## config.mk

```make
export PLATFORM = sky130hd
export DESIGN_NAME = scaler_v_ctrl
export DESIGN_NICKNAME = d
export VERILOG_FILES = /design/src/rtl/scaler_v_ctrl.sv
export SDC_FILE = /design/constraint.sdc
export NUM_CORES = 1
export LEC_CHECK = 0
export ABC_CLOCK_PERIOD_IN_PS = 7700
export CELL_PAD_IN_SITES_DETAIL_PLACEMENT = 0
export CELL_PAD_IN_SITES_GLOBAL_PLACEMENT = 1
export CORE_MARGIN = 3
export CORE_UTILIZATION = 45
export DETAILED_ROUTE_END_ITERATION = 8
export HOLD_SLACK_MARGIN = 0.12
export PLACE_DENSITY_LB_ADDON = 0.1
export SETUP_SLACK_MARGIN = 0.3
export SLEW_MARGIN = 10
export SYNTH_ARGS = -nofsm -noshare
export SYNTH_HDL_FRONTEND = slang
export SYNTH_SLANG_ARGS = --single-unit
```

## constraint.sdc

```tcl
create_clock -name clk -period 7.7 [get_ports clk]
set_clock_uncertainty 0.15 [all_clocks]
set_input_delay 1.155 -clock clk [delete_from_list [all_inputs] [get_ports clk]]
set_output_delay 1.155 -clock clk [all_outputs]
set_load 0.1 [all_outputs]
```

## src/rtl/scaler_v_ctrl.sv

```systemverilog
// -----------------------------------------------------------------------------
// scaler_v_ctrl
//
// Input-side timing controller for the vertical scaler. It tracks the raw
// video timing (vs_i frame level, hs_i blanking level, de_i pixel strobe),
// forwards pixels to the scaler with a fixed one-cycle latency, produces
// single-cycle line-start / frame-start pulses, measures the active line
// width and flags width changes inside a frame. The scaler configuration
// (line width and scale step) only changes at frame start, so the scaler
// never sees a parameter change mid-frame.
//
// Ports
//   clk             sole clock, rising edge
//   rst             asynchronous, active-high reset
//   cfg_scale_step  new scale step, captured on cfg_wr
//   cfg_wr          one-cycle write strobe for cfg_scale_step
//   err_clr         clears the sticky err_width flag
//   di_i / de_i     raw pixel and pixel valid
//   hs_i            horizontal blanking level (high = blanking)
//   vs_i            frame level (high = active frame)
//   do_o / de_o     pixel and valid to the scaler (1-cycle latency)
//   hs_o            one-cycle line-start pulse
//   vs_o            one-cycle frame-start pulse, coincident with first hs_o
//   line_in_size    line width handed to the scaler
//   scale_step      active scale step handed to the scaler
//   fr_cnt          number of frames started, wraps at 8 bits
//   err_width       sticky flag: line width differed from first line of frame
// -----------------------------------------------------------------------------
module scaler_v_ctrl #(
  parameter int PIXEL_WIDTH        = 8,
  parameter int LINE_IN_SIZE_MAX   = 1024,
  parameter int LINE_SIZE_DEFAULT  = 255,
  parameter int SCALE_STEP_DEFAULT = 8192
) (
  input  logic                   clk,
  input  logic                   rst,
  input  logic [15:0]            cfg_scale_step,
  input  logic                   cfg_wr,
  input  logic                   err_clr,
  input  logic [PIXEL_WIDTH-1:0] di_i,
  input  logic                   de_i,
  input  logic                   hs_i,
  input  logic                   vs_i,
  output logic [PIXEL_WIDTH-1:0] do_o,
  output logic                   de_o,
  output logic                   hs_o,
  output logic                   vs_o,
  output logic [15:0]            line_in_size,
  output logic [15:0]            scale_step,
  output logic [7:0]             fr_cnt,
  output logic                   err_width
);

  localparam logic [15:0] CNT_MAX      = 16'(LINE_IN_SIZE_MAX);
  localparam logic [15:0] SIZE_DEFAULT = 16'(LINE_SIZE_DEFAULT);
  localparam logic [15:0] STEP_DEFAULT = 16'(SCALE_STEP_DEFAULT);

  typedef enum logic [1:0] {
    WAIT_VS   = 2'd0,
    WAIT_LINE = 2'd1,
    IN_LINE   = 2'd2
  } state_t;

  // Saturating pixel-count increment.
  function automatic logic [15:0] sat_inc(input logic [15:0] v);
    if (v >= CNT_MAX) begin
      return CNT_MAX;
    end
    return v + 16'd1;
  endfunction

  state_t                   r_state;
  logic                     r_hs_p1;
  logic                     r_vs_p1;
  logic [15:0]              r_cnt;
  logic                     r_first_line;
  logic                     r_line_first;
  logic                     r_hs_o;
  logic                     r_vs_o;
  logic [PIXEL_WIDTH-1:0]   r_do;
  logic                     r_de;
  logic [15:0]              r_meas_size;
  logic                     r_meas_valid;
  logic [15:0]              r_pending;
  logic                     r_pending_valid;
  logic [15:0]              r_line_in_size;
  logic [15:0]              r_scale_step;
  logic [7:0]               r_fr_cnt;
  logic                     r_err_width;

  logic w_vs_rise;
  logic w_vs_fall;
  logic w_hs_rise;
  logic w_hs_fall;
  logic w_line_end;
  logic w_mismatch;

  assign w_vs_rise  = vs_i & ~r_vs_p1;
  assign w_vs_fall  = ~vs_i & r_vs_p1;
  assign w_hs_rise  = hs_i & ~r_hs_p1;
  assign w_hs_fall  = ~hs_i & r_hs_p1;

  // A line closes on the start of horizontal blanking, unless the frame is
  // aborted in the same cycle; an aborted line is never width-checked.
  assign w_line_end = (r_state == IN_LINE) & w_hs_rise & ~w_vs_fall;
  assign w_mismatch = w_line_end & ~r_line_first & (r_cnt != r_meas_size);

  // ---- stage p1: registered copies of the timing levels ----
  // They come out of reset high so that a vs_i already high when reset is
  // released does not look like a frame start; the controller then waits
  // for a genuine vs_i rising edge.
  always_ff @(posedge clk or posedge rst) begin
    if (rst) begin
      r_hs_p1 <= 1'b1;
      r_vs_p1 <= 1'b1;
    end else begin
      r_hs_p1 <= hs_i;
      r_vs_p1 <= vs_i;
    end
  end

  // ---- timing FSM, line counter and start pulses ----
  always_ff @(posedge clk or posedge rst) begin
    if (rst) begin
      r_state      <= WAIT_VS;
      r_cnt        <= 16'd0;
      r_first_line <= 1'b0;
      r_line_first <= 1'b0;
      r_hs_o       <= 1'b0;
      r_vs_o       <= 1'b0;
    end else begin
      r_hs_o <= 1'b0;
      r_vs_o <= 1'b0;
      if (w_vs_fall) begin
        // Frame aborted or ended: drop whatever line is open.
        r_state <= WAIT_VS;
      end else begin
        case (r_state)
          WAIT_VS: begin
            if (w_vs_rise) begin
              r_state      <= WAIT_LINE;
              r_first_line <= 1'b1;
            end
          end
          WAIT_LINE: begin
            if (w_hs_fall && vs_i) begin
              r_state      <= IN_LINE;
              r_cnt        <= 16'd0;
              r_hs_o       <= 1'b1;
              r_vs_o       <= r_first_line;
              r_line_first <= r_first_line;
              r_first_line <= 1'b0;
            end
          end
          IN_LINE: begin
            if (w_hs_rise) begin
              r_state <= WAIT_LINE;
            end else if (de_i) begin
              r_cnt <= sat_inc(r_cnt);
            end
          end
          default: r_state <= WAIT_VS;
        endcase
      end
    end
  end

  // ---- stage p1: pixel forwarding ----
  // do_o only loads on a valid pixel so it holds the last pixel between
  // strobes; de_o is suppressed outside a frame and from the cycle after
  // a frame abort.
  always_ff @(posedge clk or posedge rst) begin
    if (rst) begin
      r_do <= '0;
      r_de <= 1'b0;
    end else begin
      if ((r_state != WAIT_VS) && !w_vs_fall) begin
        r_de <= de_i;
        if (de_i) begin
          r_do <= di_i;
        end
      end else begin
        r_de <= 1'b0;
      end
    end
  end

  // ---- width measurement, configuration shadowing and frame counter ----
  always_ff @(posedge clk or posedge rst) begin
    if (rst) begin
      r_meas_size     <= 16'd0;
      r_meas_valid    <= 1'b0;
      r_pending       <= 16'd0;
      r_pending_valid <= 1'b0;
      r_line_in_size  <= SIZE_DEFAULT;
      r_scale_step    <= STEP_DEFAULT;
      r_fr_cnt        <= 8'd0;
      r_err_width     <= 1'b0;
    end else begin
      // Frame start: publish the shadowed values to the scaler. A write
      // landing exactly on the frame-start cycle bypasses the shadow.
      if (r_vs_o) begin
        r_fr_cnt <= r_fr_cnt + 8'd1;
        if (r_meas_valid) begin
          r_line_in_size <= r_meas_size;
          r_meas_valid   <= 1'b0;
        end
        if (cfg_wr) begin
          r_scale_step    <= cfg_scale_step;
          r_pending_valid <= 1'b0;
        end else if (r_pending_valid) begin
          r_scale_step    <= r_pending;
          r_pending_valid <= 1'b0;
        end
      end else if (cfg_wr) begin
        r_pending       <= cfg_scale_step;
        r_pending_valid <= 1'b1;
      end

      // The first line of a frame defines the reference width. Placed after
      // the frame-start block so a fresh measurement is never lost.
      if (w_line_end && r_line_first) begin
        r_meas_size  <= r_cnt;
        r_meas_valid <= 1'b1;
      end

      // A new mismatch wins over a simultaneous clear.
      if (w_mismatch) begin
        r_err_width <= 1'b1;
      end else if (err_clr) begin
        r_err_width <= 1'b0;
      end
    end
  end

  assign do_o         = r_do;
  assign de_o         = r_de;
  assign hs_o         = r_hs_o;
  assign vs_o         = r_vs_o;
  assign line_in_size = r_line_in_size;
  assign scale_step   = r_scale_step;
  assign fr_cnt       = r_fr_cnt;
  assign err_width    = r_err_width;

endmodule

```

==> results.cfg, run 1 <==
[layout]
area_growth_pct = 24.2
fin_util_pct = 58.4
regArea_um2 = 2720
drive_gt1_share_pct = 18.4
fill_cells = 844
finalNetCount = 494
multi_input_area_um2 = 1820
antenna_cells = 0

[synth]
synth_cells = 380
synth_edf_count = 0
ys_types = 39
syn_nets = 416
synth-main-ff-cell = dfrtp_1
ys_warn_count = 0
synth-async-reset-ratio_pct = 100
ys_ff_latch = 108
yosysSeqAreaShare_pct = 58.3
synth_area_per_cell_um2 = 12.3
synthesis.area_um2 = 4660

[grt]
grt_start_max_net_pins = 82
grt_usage_pct = 16.0
grt_pass1_vias = 2973
overflow = 0
antenna_found_initial = 0
grt_pass1_wl_um = 14800

[floorplan]
io_pins = 83
initial_core_util_pct = 47.0
fp.dieH_um = 108
rows = 36
coreArea_um2 = 9910
dieWidth_um = 108
dieArea_um2 = 11600

[power]
fin_total_pwr_uw = 1970
ir_drop_v = 0.000240
p_leak_uw = 0.00253
p_per_area_nw_per_um2 = 341

[route]
avgViaCountPerCell = 4.96
wl_per_cell_um = 14.6
drt_iter0_drc = 84
drc = 0
antenna_left = 0
drt_pass1_iterations = 4
drt_wl_total_um = 8720
via_count = 2955

[sta]
period_minus_slack_ps = 3510
tightestPinTransition_ps = 1080
max_freq_mhz = 285
max-slew-margin-rel_pct = 27.7
hold_viol = 0
setup_viol = 0
slew_violations = 0
tns_ps = 0
rsz0062_at_grt = false
fin_crit_sh_pct = 45.5

[worst_setup_path]
max_stage_delay_ps = 800
crit_buf_inv = 2
critPathLaunchType = primary input
path_cells = clkdlybuf4s50_1 -> inv_1 -> ha_1 -> nor2_1 -> nand4_1 -> mux2_2
worstPathRequired_ps = 7790
crit_slowest_cell = nand4_1
worstPathArrival_ps = 3590
cp_top_family = simple AND/OR/NAND/NOR gates
cp-end-kind = register
critical_path_class = in -> reg
path_max_fanout = 21

[cts]
h-tree-depth = 3
clock-sinks = 108
ctsHoldBuffers = 0
cts.reportedPaths.clkPinSlew_ps = 100
post_cts_buffers = 0
clk_path_buf_depth = 2
clock_latency_ps = 360
cts_tree = built
cts_root_buf = clkbuf_8
cts_made_buffers = 9
post_cts_resized = 0

[place]
finalWeightedCongestion = 0.813
numPortBuffers = 82
dp_hpwl_um = 6160

[outcome]
status = completed

[min_path]
holdCritPathClass = reg -> reg

[flow_run]
cap_violations = 0
-- registers in the layout, summed over array words and instances (netlist names) --
name / cells
vs_o: 1
r_first_line: 1
r_pending: 16
de_o: 1
scale_step: 16
r_vs_p1: 1
fr_cnt: 8
r_cnt: 16
hs_o: 1
r_hs_p1: 1
r_state: 2
err_width: 1
r_line_first: 1
r_pending_valid: 1
do_o: 8
line_in_size: 16
r_meas_valid: 1
r_meas_size: 16
-- path summary, 6_finish.rpt --
kind                           start              end  slack (ps)  cells past startpoint
setup reg to reg             r_vs_p1  r_meas_size[10]        5270                      4
setup / recovery                vs_i  r_meas_size[10]        4190                      6
hold reg to reg            fr_cnt[7]        fr_cnt[7]         320                      1
max in group asynchronous        rst     r_pending[2]        5100                      3
hold / removal             fr_cnt[7]        fr_cnt[7]         320                      1
min in group asynchronous        rst          do_o[2]         980                      2
-- cell usage in the layout, fill, tap and decap left out, types with 2 or more instances in the layout --
master,Yosys,final
dfrtp_1,97,97
clkdlybuf4s50_1,0,82
mux2_2,53,53
nand2_1,35,35
xnor2_1,28,28
nor2_1,24,24
o21ai_0,23,22
mux2i_1,16,16
inv_1,12,11
dfstp_2,11,11
clkbuf_8,0,10
nand4_1,9,9
nand3_1,7,7
a21oi_1,6,6
ha_1,5,5
nor2b_1,4,4
nand2b_1,3,3
a21o_1,3,3
xor2_1,3,3
clkbuf_1,11,3
or4_1,2,2
o22ai_1,2,2
and2_1,2,2
nor3_1,2,2
a41oi_1,2,2
a211oi_1,2,2
buf_4,0,2
-- routing by layer --
layer  routed length [um]  global-route usage [%]  vias to the layer above
met4                  129                    5.68                        0
li1                     -                       -                     1466
met2                 4120                    24.6                       56
met3                  320                    2.46                       10
met1                 4160                    23.2                     1423
met5                    0                       0                        -
-- synthesized netlist by cell type (6+ instances only) --
master     n  share of area [%]
dfrtp_1   97                 52
dfstp_2   11                6.2
nand4_1    9                1.2
nand3_1    7               0.75
nor2_1    24                1.9
mux2i_1   16                3.4
mux2_2    53                 13
xnor2_1   28                5.3
o21ai_0   23                2.5
a21oi_1    6               0.64
clkbuf_1  11               0.89
inv_1     12               0.97
nand2_1   35                2.8
-- stage by stage --
stage	area (um2)	hold slack, ps	worst slack [ps]	std cells
detailed placement	5590	314	3770	580
finish	5780	323	4190	596
global placement	5590	311	3850	580
global route	5780	361	3900	596
CTS	5780	331	4160	596
floorplan	4660	304	3570	380
-- final cells by class --
cell class / count / share of cell area, %
Inverter: 12 / 0.822
Sequential cell: 108 / 47.0
Multi-Input combinational cell: 243 / 31.5
Tap cell: 133 / 2.88
Timing Repair Buffer: 84 / 14.4
Clock buffer: 13 / 2.57
Clock inverter: 3 / 0.800
-- cells by family (layout without fill, tap and decap cells) --
family | count (synthesis) | in the layout | synth area share (%)
flip-flops | 108 | 108 | 58.3
AND/OR/NAND/NOR | 92 | 92 | 9.16
multiplexers | 69 | 69 | 16.3
AO/OA/AOI/OAI | 46 | 46 | 6.48
XOR/XNOR | 31 | 31 | 5.83
buffers and inverters | 29 | 112 | 2.61
adder cells (fa/ha/maj) | 5 | 5 | 1.34
-- where the power goes --
part / total [uW] / internal [uW] / switching, uW
clock network: 343 / 161 / 183
registers: 773 / 682 / 90.5
logic: 856 / 236 / 620
total: 1970 / 1080 / 893
(Power assumes the default switching activity.)
==> run 2: changes to the inputs <==
--- a/config.mk
+++ b/config.mk
@@ -5,11 +5,11 @@
 export SDC_FILE = /design/constraint.sdc
 export NUM_CORES = 1
 export LEC_CHECK = 0
-export ABC_CLOCK_PERIOD_IN_PS = 7700
+export ABC_CLOCK_PERIOD_IN_PS = 3020
 export CELL_PAD_IN_SITES_DETAIL_PLACEMENT = 0
 export CELL_PAD_IN_SITES_GLOBAL_PLACEMENT = 1
 export CORE_MARGIN = 3
-export CORE_UTILIZATION = 45
+export CORE_UTILIZATION = 38
 export DETAILED_ROUTE_END_ITERATION = 8
 export HOLD_SLACK_MARGIN = 0.12
 export PLACE_DENSITY_LB_ADDON = 0.1
==> constraint.sdc (replaced) <==
create_clock -name clk -period 3.02 [get_ports clk]
set_clock_uncertainty 0.15 [all_clocks]
set_input_delay 0.453 -clock clk [delete_from_list [all_inputs] [get_ports clk]]
set_output_delay 0.453 -clock clk [all_outputs]
set_load 0.1 [all_outputs]
==> run 2 against run 1 <==
Compared with the run above: routed wire length grew 5.2%; clock power rose to 3.6 times the previous value; sequential power increased to 2.5 times the previous value; critical path type unchanged; critical endpoint is now r_cnt[12]; largest cell class unchanged.
==> results.cfg, run 2 (synthesized netlist as in run 1, its figures left out) <==
[worst_setup_path]
worstPathRequired_ps = 3090
cp-end-kind = register
critPathLaunchType = primary input
critical_path_class = in -> reg
max_stage_delay_ps = 470
crit_slowest_cell = clkdlybuf4s50_1
path_cells = clkdlybuf4s50_1 -> inv_1 -> ha_1 -> nand2b_1 -> or3_4 -> a21o_1 -> nand2_1 -> nor2_1
worstPathArrival_ps = 2420
path_max_fanout = 13
cp-startpoint = vs_i
r2r-start = r_cnt[11]
worstRegToRegCells = 5
r2r_end = r_cnt[14]
worst-r2r-setup-slack_ps = 770

[route]
antenna_left = 0
via_count = 3015
drt_pass1_iterations = 4
drt_iter0_drc = 174
drc = 0
avgViaCountPerCell = 4.92
drt_wl_total_um = 9180
wl_per_cell_um = 15.0

[cts]
cts.reportedPaths.clkPinSlew_ps = 70
h-tree-depth = 3
post_cts_buffers = 0
cts_made_buffers = 9
cts_tree = built
clock_latency_ps = 350
cts_root_buf = clkbuf_16
post_cts_resized = 0
ctsHoldBuffers = 0
clk_path_buf_depth = 2
clock-sinks = 108

[power]
ir_drop_v = 0.000517
p_int_uw = 2970
pwr-share-seq_pct = 36.9
switchingPower_uw = 2370
p_per_area_nw_per_um2 = 913
pwr-share-clk_pct = 22.8
power.share.switching_pct = 44.4
p_leak_uw = 0.00270
pwr-share-comb_pct = 40.3

[floorplan]
dieWidth_um = 117
initial_core_util_pct = 39.8
dieArea_um2 = 13600
rows = 39
io_pins = 83
coreArea_um2 = 11700
fp.dieH_um = 117

[sta]
fin_hold_ws_ps = 323
fin_ws_ps = 669
tightestPinTransition_ps = 709
hold_viol = 0
slew_violations = 0
period_minus_slack_ps = 2350
fin_crit_sh_pct = 77.8
rsz0062_at_grt = false
max_freq_mhz = 425
tns_ps = 0
max-slew-margin-rel_pct = 52.6
setup_viol = 0

[grt]
grt_pass1_vias = 2995
grt_usage_pct = 14.5
antenna_found_initial = 0
grt_pass1_wl_um = 15400
grt_start_max_net_pins = 109
overflow = 0

[layout]
antenna_cells = 0
fin_util_pct = 49.9
finalNetCount = 501
drive_gt1_share_pct = 31.3
layout_common_cells = dfrtp_1, buf_4, mux2_2, nand2_1, clkdlybuf4s50_1
final_common_cell = dfrtp_1
final_cell_area_um2 = 5850
area_growth_pct = 25.6

[min_path]
holdCritPathClass = reg -> reg
min_to = fr_cnt[7]
min-delay-start = fr_cnt[7]
hold_depth = 1

[place]
numPortBuffers = 82
dpl_worst_slack_ps = 286
dp_hpwl_um = 6360
placed_area_um2 = 5540
finalWeightedCongestion = 0.810

[outcome]
status = completed

[flow_run]
cap_violations = 0
-- run 2: cell count changes in the layout (fill, tap and decap cells not counted), sizes merged --
cell | before | now
clkdlybuf4s50 | 82 | 30
buf | 2 | 61
clkinvlp | 1 | 3
clkbuf | 13 | 10
inv | 12 | 13
-- run 2: routing by layer --
layer	track usage, %	up-vias	share of wire (%)
met5	0	-	0
met3	2.54	14	3.9
met4	7.19	0	2.3
met1	20.3	1462	48
li1	-	1481	-
met2	21.9	58	46
-- run 2: how the worst max path moves through the flow --
stage / end / slack (ps) / cells after the start
6_report: r_cnt[12] / 670 / 8
5_1_grt: r_cnt[9] / 530 / 8
4_1_cts: r_cnt[12] / 650 / 8
3_5_place_dp: r_cnt[3] / 290 / 8
3_3_place_gp: r_cnt[15] / 310 / 8
2_1_floorplan: line_in_size[11] / 700 / 4
-- run 2: final cells by class --
cell class                 count  area (um2)
fill                        1072        5860
sequential                   108        2720
inverter                      12        48.8
clock inverter                 6        71.3
timing repair buffer          91         771
tap                          143         179
clock buffer                  10         239
multi-input combinational    243        1820
-- run 2: per-stage QoR --
step | cells | power, uW
floorplan | 380 | 3660
detailed placement | 597 | 4180
finish | 613 | 5340
CTS | 613 | 5410
global route | 613 | 5610
global placement | 597 | 4160
-- run 2: power groups by stage --
stage / clock network [uW] / logic [uW] / registers, uW
2_1_floorplan: 0 / 545 / 3110
3_3_place_gp: 0 / 2160 / 2000
3_5_place_dp: 0 / 2170 / 2000
4_1_cts: 1260 / 2180 / 1980
5_1_grt: 1320 / 2280 / 2020
6_report: 1220 / 2150 / 1970
-- run 2: critical path: cells and delay by family --
family / cells / cell delay (ps)
AND/OR/NAND/NOR: 4 / 1030
adder cells (fa/ha/maj): 1 / 230
buffers and inverters: 2 / 510
AO/OA/AOI/OAI: 1 / 180
